$ cat src/rtl/ss_ctrl.sv
// Sequencer for the generator/detector self-test: clears the detector, reloads and shifts the generator, counts hits.
// Latency: done pulses 1 + loops*(SEQ_LEN+1) + DRAIN_CYC + 1 edges after the start-accept edge.
// Backpressure: none; start is only taken in IDLE, is never queued, and abort cancels a run from any busy state.
module ss_ctrl #(
  parameter int SEQ_LEN   = 16,
  parameter int DRAIN_CYC = 2
) (
  input  logic       clk,
  input  logic       rst_n,
  input  logic       start,
  input  logic       abort,
  input  logic [3:0] loops,
  input  logic [7:0] exp_hits,
  input  logic       seq_jug,
  output logic       gen_load,
  output logic       gen_en,
  output logic       det_clr,
  output logic       busy,
  output logic       done,
  output logic       pass,
  output logic [7:0] hit_cnt,
  output logic [2:0] state
);

  localparam int BW = (SEQ_LEN > 1) ? $clog2(SEQ_LEN) : 1;
  localparam int DW = $clog2(DRAIN_CYC + 1);

  localparam logic [BW-1:0] BIT_LAST   = BW'(SEQ_LEN - 1);
  localparam logic [DW-1:0] DRAIN_LAST = DW'(DRAIN_CYC - 1);

  // Plain codes rather than an enum so the unused codes 6/7 stay representable.
  localparam logic [2:0] S_IDLE  = 3'd0;
  localparam logic [2:0] S_CLR   = 3'd1;
  localparam logic [2:0] S_LOAD  = 3'd2;
  localparam logic [2:0] S_SHIFT = 3'd3;
  localparam logic [2:0] S_DRAIN = 3'd4;
  localparam logic [2:0] S_CHECK = 3'd5;

  logic [2:0]    state_q, state_d;
  logic [3:0]    loops_q, loops_d;
  logic [7:0]    exp_q, exp_d;
  logic [3:0]    pidx_q, pidx_d;
  logic [BW-1:0] bit_q, bit_d;
  logic [DW-1:0] drain_q, drain_d;
  logic [7:0]    hit_q, hit_d;
  logic          pass_q, pass_d;
  logic          done_q, done_d;

  // State and datapath registers with synchronous active-low reset.
  always_ff @(posedge clk) begin
    if (!rst_n) begin
      state_q <= S_IDLE;
      loops_q <= 4'd1;
      exp_q   <= '0;
      pidx_q  <= '0;
      bit_q   <= '0;
      drain_q <= '0;
      hit_q   <= '0;
      pass_q  <= 1'b0;
      done_q  <= 1'b0;
    end else begin
      state_q <= state_d;
      loops_q <= loops_d;
      exp_q   <= exp_d;
      pidx_q  <= pidx_d;
      bit_q   <= bit_d;
      drain_q <= drain_d;
      hit_q   <= hit_d;
      pass_q  <= pass_d;
      done_q  <= done_d;
    end
  end

  // Next-state, counters and result; abort overrides everything but reset.
  always_comb begin
    state_d = state_q;
    loops_d = loops_q;
    exp_d   = exp_q;
    pidx_d  = pidx_q;
    bit_d   = bit_q;
    drain_d = '0;
    hit_d   = hit_q;
    pass_d  = pass_q;
    done_d  = 1'b0;

    // Hits are only meaningful while the pattern is in flight through the detector.
    if ((state_q == S_LOAD || state_q == S_SHIFT || state_q == S_DRAIN) &&
        seq_jug && (hit_q != 8'hFF)) begin
      hit_d = hit_q + 8'd1;
    end

    case (state_q)
      S_IDLE: begin
        if (start) begin
          state_d = S_CLR;
          loops_d = (loops == 4'd0) ? 4'd1 : loops;
          exp_d   = exp_hits;
          hit_d   = '0;
          pass_d  = 1'b0;
          pidx_d  = '0;
          bit_d   = '0;
        end
      end
      S_CLR: begin
        state_d = S_LOAD;
      end
      S_LOAD: begin
        bit_d   = '0;
        state_d = S_SHIFT;
      end
      S_SHIFT: begin
        if (bit_q == BIT_LAST) begin
          bit_d = '0;
          if (pidx_q == loops_q - 4'd1) begin
            state_d = S_DRAIN;
          end else begin
            pidx_d  = pidx_q + 4'd1;
            state_d = S_LOAD;
          end
        end else begin
          bit_d = bit_q + BW'(1);
        end
      end
      S_DRAIN: begin
        if (drain_q == DRAIN_LAST) begin
          state_d = S_CHECK;
        end else begin
          drain_d = drain_q + DW'(1);
        end
      end
      S_CHECK: begin
        state_d = S_IDLE;
        pass_d  = (hit_q == exp_q);
        done_d  = 1'b1;
      end
      default: begin
        state_d = S_IDLE;
      end
    endcase

    // A cancelled run reports no result and freezes the hit count.
    if (abort && (state_q != S_IDLE)) begin
      state_d = S_IDLE;
      pass_d  = 1'b0;
      done_d  = 1'b0;
      hit_d   = hit_q;
    end
  end

  // Moore decodes of the state register plus registered results.
  always_comb begin
    gen_load = (state_q == S_LOAD);
    gen_en   = (state_q == S_SHIFT);
    det_clr  = (state_q == S_CLR);
    busy     = (state_q != S_IDLE);
    state    = state_q;
    done     = done_q;
    pass     = pass_q;
    hit_cnt  = hit_q;
  end

endmodule

$ cat config.mk
export PLATFORM = sky130hd
export DESIGN_NAME = ss_ctrl
export DESIGN_NICKNAME = d
export VERILOG_FILES = /design/src/rtl/ss_ctrl.sv
export SDC_FILE = /design/constraint.sdc
export NUM_CORES = 1
export LEC_CHECK = 0
export ABC_AREA = 1
export ABC_CLOCK_PERIOD_IN_PS = 1410
export BUFFER_PORTS_ARGS = -buffer_cell sky130_fd_sc_hd__buf_2
export CORE_ASPECT_RATIO = 1.2
export CORE_UTILIZATION = 25
export CTS_BUF_LIST = sky130_fd_sc_hd__clkbuf_16
export DETAILED_ROUTE_END_ITERATION = 12
export SLEW_MARGIN = 20
export SYNTH_ARGS = -nofsm -noshare
export SYNTH_HDL_FRONTEND = slang
export SYNTH_SLANG_ARGS = --single-unit
$ cat constraint.sdc
create_clock -name clk -period 1.41 [get_ports clk]
set_input_delay 0.282 -clock clk [delete_from_list [all_inputs] [get_ports clk]]
set_output_delay 0.282 -clock clk [all_outputs]
set_load 0.005 [all_outputs]
==> results.toml <==
[run_status]
status = "finished with violations"
violations = "setup timing"

[timing]
max-slew-margin-rel = 0.7471
finalClockSkew_ns = 0.004028
hold_viol = 0
tightest_slew_ns = 0.3764
drv_slew = 0
setup_violations = 6
period_needed_ns = 1.489
fin_setup_tns_ns = -0.2998
max_freq_mhz = 671.4
rsz0062_at_grt = "yes"
finalCritPeriodShare = 1.056
fin_ws_ns = -0.07937

[flow_run]
maxCapViolCount = 0

[detailed_routing]
drtAntennaViolNets = 0
wirelength_um = 4749
drc_errors = 0
drt_pass1_iterations = 4
wl_per_cell_um = 10.99
num_vias = 1886
drtIter0Drc = 45
via_per_inst = 4.366

[layout]
stdcell_count = 432
syn2layout_area_growth_pct = 42.97
fill_cells = 781
antennaDiodeCount = 0
multi_input_area_um2 = 1164
seqCellArea_um2 = 714.4
drive_above_1_share = 0.3743
nNetsFinal = 364

[critical_path]
crit_type = "reg2reg"
crit_chain = "inv_2 > ha_4 > xnor2_1 > nor2_1 > nand3_2 > nand2_2 > nand2_4 > nand2_4 > inv_4 > nor2_2 > nor2_1"
cp-end-kind = "register"
regToRegSetupSlack_ns = -0.08
start_kind = "register"
r2r_start = "loops_q[0]"
path_delay_family = "simple AND/OR/NAND/NOR gates"
max_stage_delay_ns = 0.33
cp_num_buf_inv = 2
crit_fanout = 5
cp_slowest_cell = "dfxtp_2"
cp.arrival_ns = 1.66
crit_required_ns = 1.59
reg2reg_to = "pidx_q[2]"
worstRegToRegCells = 11

[logic_synthesis]
synth_fp_nets = 296
yosysSeqAreaShare = 0.3748
synthCells = 274
synth_seq_cells = 35
yosys-top-cells-count = "65 x nand2_1, 43 x nor2_1, 35 x dfxtp_1"
yosysTopAreaCell = "dfxtp_1"
syn_area_per_cell_um2 = 6.822
ys_types = 29
synth-edff-count = 0
synth_top_area_frac = 0.3748
synth_top_cells_by_area = "dfxtp_1 37%, nand2_1 13%, nor2_1 8.6%, inv_1 6.4%, a21oi_1 5.1%"
yosys_most_used_dff = "dfxtp_1"
syn_area_um2 = 1869
yosys_warnings = 0
synthArstFlopShare = 0
yosysMostFrequentCell = "nand2_1"

[power_and_ir_drop]
clkPwrFrac = 0.318
switching_share = 0.3303
p_switching_mw = 1.064
power_mw = 3.220
share_comb_of_total_power = 0.314
ir_drop_mv = 0.5850
power_leakage_nw = 1.261
power_frac_seq = 0.368
powerDensity_nw_per_um2 = 1205
p_int_mw = 2.156

[clocking]
cts_buffers = 5
clk_pin_slew_ns = 0.05
clock_latency_ns = 0.28
clockBufferDepth = 2
cts.sinks = 35
cts_root_buffer = "clkbuf_16"
htreeDepth = 2
cts_tree = "done"

[place]
place_inst = 419
routabilityCongestion = 0.7995
port_buffers = 33
dp_slack_ns = -0.07237
hpwl_um = 3601

[floorplan]
io_pins = 34
die_w_um = 80.94
row_count = 34
die_area_um2 = 7828
start_util = 0.2585
die_y_um = 96.73
placeableCoreArea_um2 = 7232

[grt]
first_global_vias = 1805
grt_usage = 0.1324
antenna_found_initial = 0
grt_pass1_wl_um = 8024
grt_max_degree = 19
overflow = 0

[hold_path]
hp-start = "exp_hits[7]"
hp-class = "in2reg"
whs_endpoint = "exp_q[7]"
min_path_cells = 3
[power groups by stage]
stage / clock network [mW] / logic [mW] / registers (mW)
after floorplan: 0 / 0.590 / 1.19
after global placement: 0 / 0.861 / 1.19
after detailed placement: 0 / 0.878 / 1.19
after CTS: 1.06 / 0.915 / 1.17
after global routing: 1.09 / 1.14 / 1.20
final: 1.02 / 1.01 / 1.19
[worst min-delay path: cells and delay by family]
| kind | cells | cell delay [ns] |
|---|---|---|
| simple gates | 2 | 0.11 |
| buf+inv | 1 | 0.08 |
[timing repair]
item | 4_1_cts | 5_1_grt
buffers inserted | 2 | 4
hold buffers | 0 | 0
endpoints found under the setup margin | 11 | 24
gates resized for setup | 13 | 37
pin swaps | 6 | 16
cloned | 0 | 0
[logic make-up after synthesis]
kind of cell / after synthesis / share of synthesized area
buf+inv: 40 / 0.08367
simple gates: 143 / 0.3414
flops: 35 / 0.3748
compound gates: 40 / 0.1151
fa+ha+maj: 5 / 0.03347
xor+xnor: 11 / 0.05154
[how the worst max path moves through the flow]
stage	from	endpoint	slack, ns	cells past startpoint
4_1_cts	bit_q[1]	state[1]	-0.02	7
6_report	loops_q[0]	pidx_q[2]	-0.08	11
3_5_place_dp	loops_q[0]	pidx_q[2]	-0.07	11
2_1_floorplan	loops_q[1]	pidx_q[2]	0.02	11
5_1_grt	loops_q[0]	pidx_q[2]	-0.18	11
3_3_place_gp	loops_q[0]	pidx_q[0]	-0.01	11
[routing by layer]
| layer | GRT usage | vias to the layer above | wire [µm] | part of all wire |
|---|---|---|---|---|
| met3 | 0.02547 | 7 | 149 | 0.031 |
| met4 | 0.04945 | 0 | 75 | 0.016 |
| met5 | 0 | - | 0 | 0 |
| met1 | 0.1559 | 849 | 2075 | 0.44 |
| met2 | 0.2308 | 29 | 2449 | 0.52 |
| li1 | - | 1001 | - | - |
[metrics by stage]
step	area, µm²	hold WS, ns	utilization
6_report	2673	0.2280	0.3696
5_1_grt	2673	0.2410	0.3696
4_1_cts	2527	0.2243	0.3495
2_1_floorplan	1886	0.3974	-
3_5_place_dp	2336	0.4140	0.3230
3_3_place_gp	2336	0.4063	0.3230
[sequential cells by signal, summed over array words and instances (netlist names)]
signal and cells:
pass 1, state 3, hit_cnt 8, bit_q 4, exp_q 8, drain_q 2
done 1, loops_q 4, pidx_q 4
[layout make-up]
class / instances / area share
Clock buffer: 5 / 0.04682
Clock inverter: 2 / 0.003277
Inverter: 37 / 0.05478
Multi-Input combinational cell: 199 / 0.4354
Sequential cell: 35 / 0.2673
Tap cell: 90 / 0.04213
Timing Repair Buffer: 64 / 0.1503
[cell usage in the layout (no fill, tap or decap), types with 8 or more instances in the layout]
master / netlist / routed
a21oi_1: 19 / 18
o21ai_0: 15 / 13
inv_1: 32 / 27
nand2_1: 65 / 59
buf_4: 1 / 30
nand3_1: 12 / 9
buf_2: 0 / 33
nor2_1: 43 / 38
dfxtp_2: 0 / 8
dfxtp_1: 35 / 26
inv_2: 4 / 8
Note: power is estimated with default switching activity, not from simulation.
